===== src/rtl/if_fetch_unit_pkg.sv =====
// Shared types and constants for the instruction-fetch front end.
package if_fetch_unit_pkg;

  localparam int unsigned XLEN = 32;

  // Byte distance between consecutive instruction words.
  localparam logic [XLEN-1:0] PC_STEP = 32'd4;

  // Value driven on instruction_out / PC_out when nothing valid is presented.
  localparam logic [XLEN-1:0] NOP_INSTR = 32'h0000_0000;

  typedef enum logic [1:0] {
    S_IDLE  = 2'd0,  // one cycle after reset, before the first request
    S_FETCH = 2'd1,  // request outstanding to instruction memory
    S_DRAIN = 2'd2,  // stale request outstanding after a redirect; data is dropped
    S_HOLD  = 2'd3   // fetched word presented to IF/ID, waiting for acceptance
  } fetch_state_e;

endpackage


===== src/rtl/if_fetch_unit.sv =====
// Instruction-fetch front end: owns the PC, fetches words from instruction
// memory over a req/ready handshake and presents each word with its PC+4 to
// the IF/ID register. All outputs decode registered state only.
//
// Ports:
//   clk, rst          rising-edge clock, synchronous active-high reset
//   Freeze            IF/ID holding; presented instruction not accepted
//   Branch_taken      redirect from EXE (priority over everything else)
//   Branch_address    redirect target
//   imem_req/addr     fetch request and address (stable while outstanding)
//   imem_ready/rdata  fetch completion and returned word
//   instr_valid       instruction_out / PC_out carry a real instruction
//   instruction_out   fetched word (zero when not valid)
//   PC_out            fetch address + 4 (zero when not valid)
module if_fetch_unit
  import if_fetch_unit_pkg::*;
#(
  parameter logic [XLEN-1:0] RESET_PC = 32'h0000_0000
) (
  input  logic            clk,
  input  logic            rst,
  input  logic            Freeze,
  input  logic            Branch_taken,
  input  logic [XLEN-1:0] Branch_address,
  output logic            imem_req,
  output logic [XLEN-1:0] imem_addr,
  input  logic            imem_ready,
  input  logic [XLEN-1:0] imem_rdata,
  output logic            instr_valid,
  output logic [XLEN-1:0] instruction_out,
  output logic [XLEN-1:0] PC_out
);

  fetch_state_e    state_q, state_d;
  logic [XLEN-1:0] pc_q, pc_d;
  logic [XLEN-1:0] addr_q, addr_d;
  logic [XLEN-1:0] instr_q, instr_d;
  logic [XLEN-1:0] next_seq_addr;

  // Sequential successor of the held fetch; wraps modulo 2^32.
  assign next_seq_addr = addr_q + PC_STEP;

  // State and datapath registers.
  always_ff @(posedge clk) begin
    if (rst) begin
      state_q <= S_IDLE;
      pc_q    <= RESET_PC;
      addr_q  <= RESET_PC;
      instr_q <= NOP_INSTR;
    end else begin
      state_q <= state_d;
      pc_q    <= pc_d;
      addr_q  <= addr_d;
      instr_q <= instr_d;
    end
  end

  // Next-state and register-update logic; Branch_taken dominates in every state.
  always_comb begin
    state_d = state_q;
    pc_d    = pc_q;
    addr_d  = addr_q;
    instr_d = instr_q;

    unique case (state_q)
      S_IDLE: begin
        state_d = S_FETCH;
        if (Branch_taken) begin
          pc_d   = Branch_address;
          addr_d = Branch_address;
        end else begin
          addr_d = pc_q;
        end
      end

      S_FETCH: begin
        if (imem_ready) begin
          if (Branch_taken) begin
            // Returned word belongs to the wrong path; refetch at the target.
            pc_d   = Branch_address;
            addr_d = Branch_address;
          end else begin
            instr_d = imem_rdata;
            state_d = S_HOLD;
          end
        end else if (Branch_taken) begin
          // Request cannot be withdrawn; remember the target and drain.
          pc_d    = Branch_address;
          state_d = S_DRAIN;
        end
      end

      S_DRAIN: begin
        // Later redirects overwrite pc_q; the most recent one wins.
        if (Branch_taken) begin
          pc_d = Branch_address;
        end
        if (imem_ready) begin
          addr_d  = Branch_taken ? Branch_address : pc_q;
          state_d = S_FETCH;
        end
      end

      S_HOLD: begin
        if (Branch_taken) begin
          pc_d    = Branch_address;
          addr_d  = Branch_address;
          state_d = S_FETCH;
        end else if (!Freeze) begin
          pc_d    = next_seq_addr;
          addr_d  = next_seq_addr;
          state_d = S_FETCH;
        end
      end

      default: state_d = S_IDLE;
    endcase
  end

  // Output decode from registered state only.
  always_comb begin
    imem_req        = 1'b0;
    imem_addr       = addr_q;
    instr_valid     = 1'b0;
    instruction_out = NOP_INSTR;
    PC_out          = NOP_INSTR;

    unique case (state_q)
      S_FETCH, S_DRAIN: imem_req = 1'b1;
      S_HOLD: begin
        instr_valid     = 1'b1;
        instruction_out = instr_q;
        PC_out          = next_seq_addr;
      end
      default: ;
    endcase
  end

endmodule

===== config.mk =====
export PLATFORM = sky130hd
export DESIGN_NAME = if_fetch_unit
export DESIGN_NICKNAME = d
export VERILOG_FILES = /design/src/rtl/if_fetch_unit_pkg.sv /design/src/rtl/if_fetch_unit.sv
export SDC_FILE = /design/constraint.sdc
export NUM_CORES = 1
export LEC_CHECK = 0
export CORE_MARGIN = 5
export CORE_UTILIZATION = 30
export DETAILED_ROUTE_END_ITERATION = 12
export PLACE_DENSITY = 0.62
export SYNTH_ARGS = -nofsm -noshare
export SYNTH_HDL_FRONTEND = slang
export SYNTH_SLANG_ARGS = --single-unit

===== constraint.sdc =====
create_clock -name clk -period 6.5 [get_ports clk]
set_clock_uncertainty 0.15 [all_clocks]
set_input_delay 1.3 -clock clk [delete_from_list [all_inputs] [get_ports clk]]
set_output_delay 1.3 -clock clk [all_outputs]
set_load 0.005 [all_outputs]

Yosys cells after proc, flatten, opt, wreduce, memory -nomap -nowiden --
Cells that the tools add are included.
Cells by class: bitwise operators 1, $add $sub $neg 1, equal/unequal tests 9, reductions and logical operators 6, muxes and demuxes 19
Operator list (count):
- 32-bit two-way mux | 8
- 32-bit one-hot mux with 4 select lines | 1
- 32-bit one-hot mux with 2 select lines | 1
- 32-bit by 3-bit adder with 32-bit output (second input constant) | 1
- 2-bit two-way mux | 6
- 3-bit != test (second input constant) | 3
- 2-bit one-hot mux with 4 select lines | 1
- 4-bit AND reduction | 2
- 2-bit != test (second input constant) | 3
- 2-bit equality test (second input constant) | 2
- 3-bit AND reduction | 1
- 3-bit OR reduction | 1
- 2-bit by 1-bit equality test with 1-bit output (second input constant) | 1
- 2-bit logical NOT | 1
- 1-bit two-way mux | 2
- 2-bit OR reduction | 1
- 1-bit NOT | 1
Storage, ports and cells: word-level logic and storage cells 40, input port bits 69, register bits 98, output and inout bits 98

Depth between registers and ports, before layout --
Gate-level depths: netlist of run 1.
depth in word-level cells 4, gate-level depth with buffers 9, depth with buffers taken out 7

Worst setup path after synthesis of run 1 --
No wires, ideal clock.
kind reg-to-output, start register addr_q[2], in the netlist imem_addr[2], end output PC_out[30], buffers on the path 1, cell stages (with the launch flop) 8, data required time 5050 ps, data arrival time 1848 ps, setup slack 3202 ps, cells stage by stage dfxtp_1 -> ha_1 -> nand3_1 -> nor4_4 -> buf_4 -> nand4_1 -> xor2_1 -> nor2_1
Between the ends: word-level cells in the longest chain between the ends 2
Ends and longest elaborated chain:
- start, declared | RTL line if_fetch_unit.sv:36 | logic [XLEN-1:0] addr_q, addr_d;
- start signal, assigned | RTL line if_fetch_unit.sv:53 | addr_q <= addr_d;
- 32-bit by 3-bit adder with 32-bit output | RTL line if_fetch_unit.sv:41 | assign next_seq_addr = addr_q + PC_STEP;
- 32-bit two-way mux | RTL line if_fetch_unit.sv:128 | unique case (state_q)
- end, declared | RTL line if_fetch_unit.sv:31 | output logic [XLEN-1:0] PC_out
No other way between the ends.

Worst setup path in the final report of run 1 --
start register addr_q[9], in the netlist imem_addr[9], end output PC_out[31]
Same word-level chain as after synthesis.

==> results of run 1 <==
## area by class of cell
| class | count | area [um2] |
|---|---|---|
| fillers | 2031 | 11400 |
| multi-input cells | 612 | 3570 |
| flip-flops and latches | 98 | 1960 |
| repair buffers | 178 | 1740 |
| well taps | 265 | 332 |
| clock buffers | 10 | 229 |
| inverters | 24 | 90.1 |
| clock inverters | 6 | 88.8 |
## worst register-to-register path: stages, from the launching register on
cell	delay, ns
dfxtp_1	0.40
ha_2	0.88
nor2b_1	1.03
a221o_1	1.12
a211oi_1	0.11
a221oi_1	0.33
## state kept, by name (all words and copies together) (netlist names)
signal and cells:
imem_addr 32, instr_q 32, pc_q 32, state_q 2
## per-stage QoR
stage          worst slack [ns]  cells  util, %  cell area (um2)  power (mW)
6_report                   1.72   1193     41.3             8020        1.64
5_1_grt                    1.55   1193     41.3             8020        1.72
4_1_cts                    1.73   1193     41.3             8020        1.65
3_5_place_dp               2.15   1177     39.7             7700        1.06
3_3_place_gp               2.19   1177     39.7             7700        1.06
2_1_floorplan              3.20    802        -             5900       0.893
## layer usage
layer	GRT usage (%)	wire length [um]
met1	25.8	9500
met2	28.6	9720
met3	3.10	1350
met4	6.13	435
met5	0	0
## layout by cell type (no fill, tap or decap), drive strengths merged, types with 6 or more instances in the layout
cell type,n
and3,16
o32ai,7
nor3,8
nand2b,11
nand4,9
or3,6
o211ai,9
a21oi,100
a211oi,14
dfxtp,98
a221oi,7
buf,14
clkbuf,10
nor2,69
clkdlybuf4s50,164
and2,42
xor2,10
xnor2,10
a21o,7
nand2,136
inv,25
nand3,17
o31a,6
o21ai,43
## synth_stat cells, types with 11 or more instances
master	count
inv_1	24
a211oi_1	14
o21ai_0	43
dfxtp_1	98
a21oi_1	100
nor2_1	69
nand2b_1	11
and2_1	41
nand2_1	136
nand3_1	16
clkbuf_1	47
and3_1	14
## logic make-up (layout without fill, tap and decap cells)
logic type | after synthesis | count (layout)
AND/OR/NAND/NOR | 338 | 338
AO/OA/AOI/OAI | 243 | 243
flip-flops | 98 | 98
buffers and inverters | 92 | 218
XOR/XNOR | 20 | 20
multiplexers | 7 | 7
adder cells (fa/ha/maj) | 4 | 4
## worst max-delay path by stage
stage | end | from | cells past startpoint
floorplan | PC_out[30] | imem_addr[2] | 7
global placement | PC_out[31] | imem_addr[9] | 6
global route | PC_out[31] | imem_addr[9] | 6
finish | PC_out[31] | imem_addr[9] | 6
CTS | PC_out[31] | imem_addr[9] | 6
detailed placement | PC_out[31] | imem_addr[9] | 6
## power by group through the flow
stage               Clock, mW  Combinational [mW]  Sequential [mW]
CTS                     0.603               0.351            0.697
global placement            0               0.351            0.708
detailed placement          0               0.350            0.711
finish                  0.595               0.350            0.698
global route            0.627               0.386            0.706
floorplan                   0               0.197            0.696
==> flow_summary.toml, run 1 <==
[critical_path]
reg2reg_depth = 5
critPathArrivalTime_ns = 3.33
cp_common_cell = "nand4_2"
crit_path_max_fanout = 11
end_kind = "output port"
critPathTopFamily = "simple AND/OR/NAND/NOR gates"
critPathBufInv = 1
ff2ff_setup_slack_ns = 2.38
r2r_end = "imem_addr[21]"
r2r_start = "state_q[1]"
startpoint_type = "flop"
max_stage_delay_ns = 0.77
worstSetupPathType = "flop to output port"
crit_slowest_cell = "nor4_4"
path_cells = "nand4_2 -> nor4_4 -> nand4_2 -> or3_1 -> a21oi_1 -> clkdlybuf4s50_1"
crit_required_ns = 5.05

[outcome]
status = "completed"

[drt]
wl_per_cell_um = 17.6
dr.first_iter.drc_count = 526
vias = 6276
drc_errors = 0
drt-vias-per-instance = 5.26
wl_um = 21000
drtPass1Iterations = 5
antenna_left = 0

[die]
dieArea_um2 = 22600
core.rowCount = 51
die_h_um = 150
core_area_um2 = 19400
start_util_pct = 30.4
chipWidth_um = 150
ios = 167

[global_route]
overflow = 0
track_usage_pct = 18.4
antenna_found_initial = 0
grt_pass1_wl_um = 32900
grt_max_degree = 80
grt_pass1_vias = 5869

[pwr]
clock_power_share_pct = 36.2
cellLeakagePower_nw = 2.87
pwr-share-seq_pct = 42.5
power_switching_uw = 493
power.density_nw_per_um2 = 205
swShare_pct = 30.0
p_int_mw = 1.15
ir_worst_vdd_mv = 0.145
comb_power_share_pct = 21.3

[synthesis]
yosys_warnings = 0
synth_fp_nets = 875
seq_area_frac_synth_pct = 33.3
syn_area_per_cell_um2 = 7.35
synthSimpleGateAreaFrac_pct = 28.6
syn_inst = 802
synth_fa_ha_area_share_pct = 0.849
yosys.cell_types.count = 72
synth_compound_area_share_pct = 26.5
synth_area_leader_cell = "dfxtp_1"
synthFlopType = "dfxtp_1"
yosysTopAreaCellShare_pct = 33.3
synth-edff-count = 0
async_flop_share_pct = 0
synth_top_family_by_area = "simple AND/OR/NAND/NOR gates"
syn_area_um2 = 5900
synth_xor_xnor_area_share_pct = 2.97
ys_top_cells_by_area = "dfxtp_1 (33%), nand2_1 (8.7%), a21oi_1 (8.5%)"
synth.mux.area_fraction_pct = 1.34
yosys_register_bits = 98

[placement]
dp_hpwl_um = 14500
portBuffers = 166
gp_congestion = 0.860

[final_layout]
n_antenna_cell = 0
drive_above_1_share_pct = 6.36
nNetsFinal = 996
syn_to_final_growth_pct = 35.9

[clocking]
cts_buffers = 9
clk_path_buf_depth = 2
path_clk_slew_ns = 0.07
clk_latency_ns = 0.36
htree_levels = 3
cts_tree = "done"
cts_sinks = 98
root_buffer = "clkbuf_16"
ctsResizeCount = 0
cts_setup_buffers = 0
cts_hold_buf = 0

[timing]
setup_viol_count_final = 0
hold_viol = 0
worstMarginPinSlew_ns = 1.20
timing.hold.ws_ns = 0.300
setup_tns_ns = 0
rsz0062_at_grt = "false"
period_minus_slack_ns = 4.78
period_share_pct = 73.6
report.final.slew_viol_count = 0
slew-limit-headroom_pct = 19.6
max_freq_mhz = 209

[worst_hold_path]
hold-path-endpoint = "instr_q[5]"
min_from = "instr_q[5]"
hp-class = "flop to flop"
min_delay_path_depth = 2

[run]
maxCapViolations = 0
No activity file was read; power rests on OpenSTA's default activity.
==> inputs of run 2 (changes only) <==
- clock period: 6.5 -> 4.6 ns (I/O delays scaled with it)
==> flow_summary.toml, run 2 (synthesis gave the netlist of run 1 again) <==
[worst_hold_path]
min_from = "instr_q[9]"
hold-path-endpoint = "instr_q[9]"
hp-class = "flop to flop"
min_delay_path_depth = 2

[placement]
dp_hpwl_um = 14700
dp_slack_ns = 0.966
dpl.cell_count = 1183
post_dp_cell_area_um2 = 7740
portBuffers = 166
gp_congestion = 0.833

[clocking]
root_buffer = "clkbuf_16"
cts_setup_buffers = 0
cts_hold_buf = 0
cts_sinks = 98
cts_tree = "done"
clk_latency_ns = 0.35
ctsResizeCount = 0
htree_levels = 3
clk_path_buf_depth = 2
path_clk_slew_ns = 0.07
cts_buffers = 9

[timing]
setup_tns_ns = 0
slew-limit-headroom_pct = 25.6
worstMarginPinSlew_ns = 1.11
rsz0062_at_grt = "false"
report.final.slew_viol_count = 0
setup_ws_ns = 0.579
period_minus_slack_ns = 4.02
max_freq_mhz = 249
period_share_pct = 87.4
hold_viol = 0
setup_viol_count_final = 0

[final_layout]
stdcell_area_um2 = 8080
fillCellCount = 2016
nNetsFinal = 1002
drive_above_1_share_pct = 6.97
mostFrequentLayoutCells = "clkdlybuf4s50_1 (164), nand2_1 (136), a21oi_1 (100)"
n_antenna_cell = 0
regArea_um2 = 1960
instances_no_fill = 1198
multi_input_area_um2 = 3570
syn_to_final_growth_pct = 37.1
layout_commonest_cell = "clkdlybuf4s50_1"

[die]
core_area_um2 = 19400
dieArea_um2 = 22600
core.rowCount = 51
start_util_pct = 30.4
die_h_um = 150
chipWidth_um = 150
ios = 167

[drt]
wl_um = 20800
dr.first_iter.drc_count = 522
drtPass1Iterations = 5
antenna_left = 0
drc_errors = 0
wl_per_cell_um = 17.4
vias = 6252
drt-vias-per-instance = 5.22

[global_route]
grt_pass1_vias = 5707
track_usage_pct = 17.7
grt_pass1_wl_um = 31700
grt_max_degree = 71
antenna_found_initial = 0
overflow = 0

[critical_path]
worstSetupPathType = "flop to output port"
critPathArrivalTime_ns = 2.95
crit_required_ns = 3.53
r2r_end = "imem_addr[17]"
end_kind = "output port"
startpoint_type = "flop"
crit_path_max_fanout = 10
r2r_start = "state_q[1]"
ff2ff_setup_slack_ns = 1.81
reg2reg_depth = 9

[pwr]
power.density_nw_per_um2 = 294
power_mw = 2.37
cellLeakagePower_nw = 2.91
ir_worst_vdd_mv = 0.175

[run]
maxCapViolations = 0

[outcome]
status = "completed"
-- run 2: per-layer routing --
metal	share of wire (%)	global-route usage, %	vias to the layer above	wire length (um)
li1	-	-	3061	-
met5	0	0	-	0
met4	1.4	3.93	0	285
met1	45	24.6	2954	9430
met2	47	28.6	218	9870
met3	6.0	3.19	19	1250
-- run 2: worst max-delay path by stage --
stage / startpoint / slack (ns) / endpoint
after floorplan: imem_addr[2] / 1.68 / PC_out[30]
after global placement: imem_addr[20] / 1.01 / PC_out[31]
after detailed placement: imem_addr[2] / 0.97 / PC_out[20]
after CTS: imem_addr[20] / 0.57 / PC_out[31]
after global routing: imem_addr[2] / 0.36 / PC_out[30]
final: imem_addr[2] / 0.58 / PC_out[20]
-- run 2: where the power goes --
part	internal [mW]	switching, mW
clock network	0.532	0.361
registers	0.911	0.0725
logic	0.237	0.259
-- run 2: layout make-up --
type	instances	share of cell area (%)
multi-input combinational	612	44.2
sequential	98	24.3
timing repair buffer	184	22.1
tap	265	4.10
clock buffer	9	2.79
clock inverter	6	1.42
inverter	24	1.11
-- run 2: stage by stage --
stage / hold slack [ns] / utilization (%)
3_5_place_dp: 0.292 / 39.9
6_report: 0.299 / 41.7
4_1_cts: 0.302 / 41.7
2_1_floorplan: 0.282 / -
3_3_place_gp: 0.288 / 39.9
5_1_grt: 0.316 / 41.7
-- run 2: critical path, cell delays in order, from the launching register on --
cell	delay (ns)
dfxtp_1	0.47
ha_1	0.33
nand3_1	0.16
nor4_4	0.48
buf_4	0.25
nand2_1	0.07
xor2_1	0.18
nor2_1	0.14
clkdlybuf4s50_1	0.53
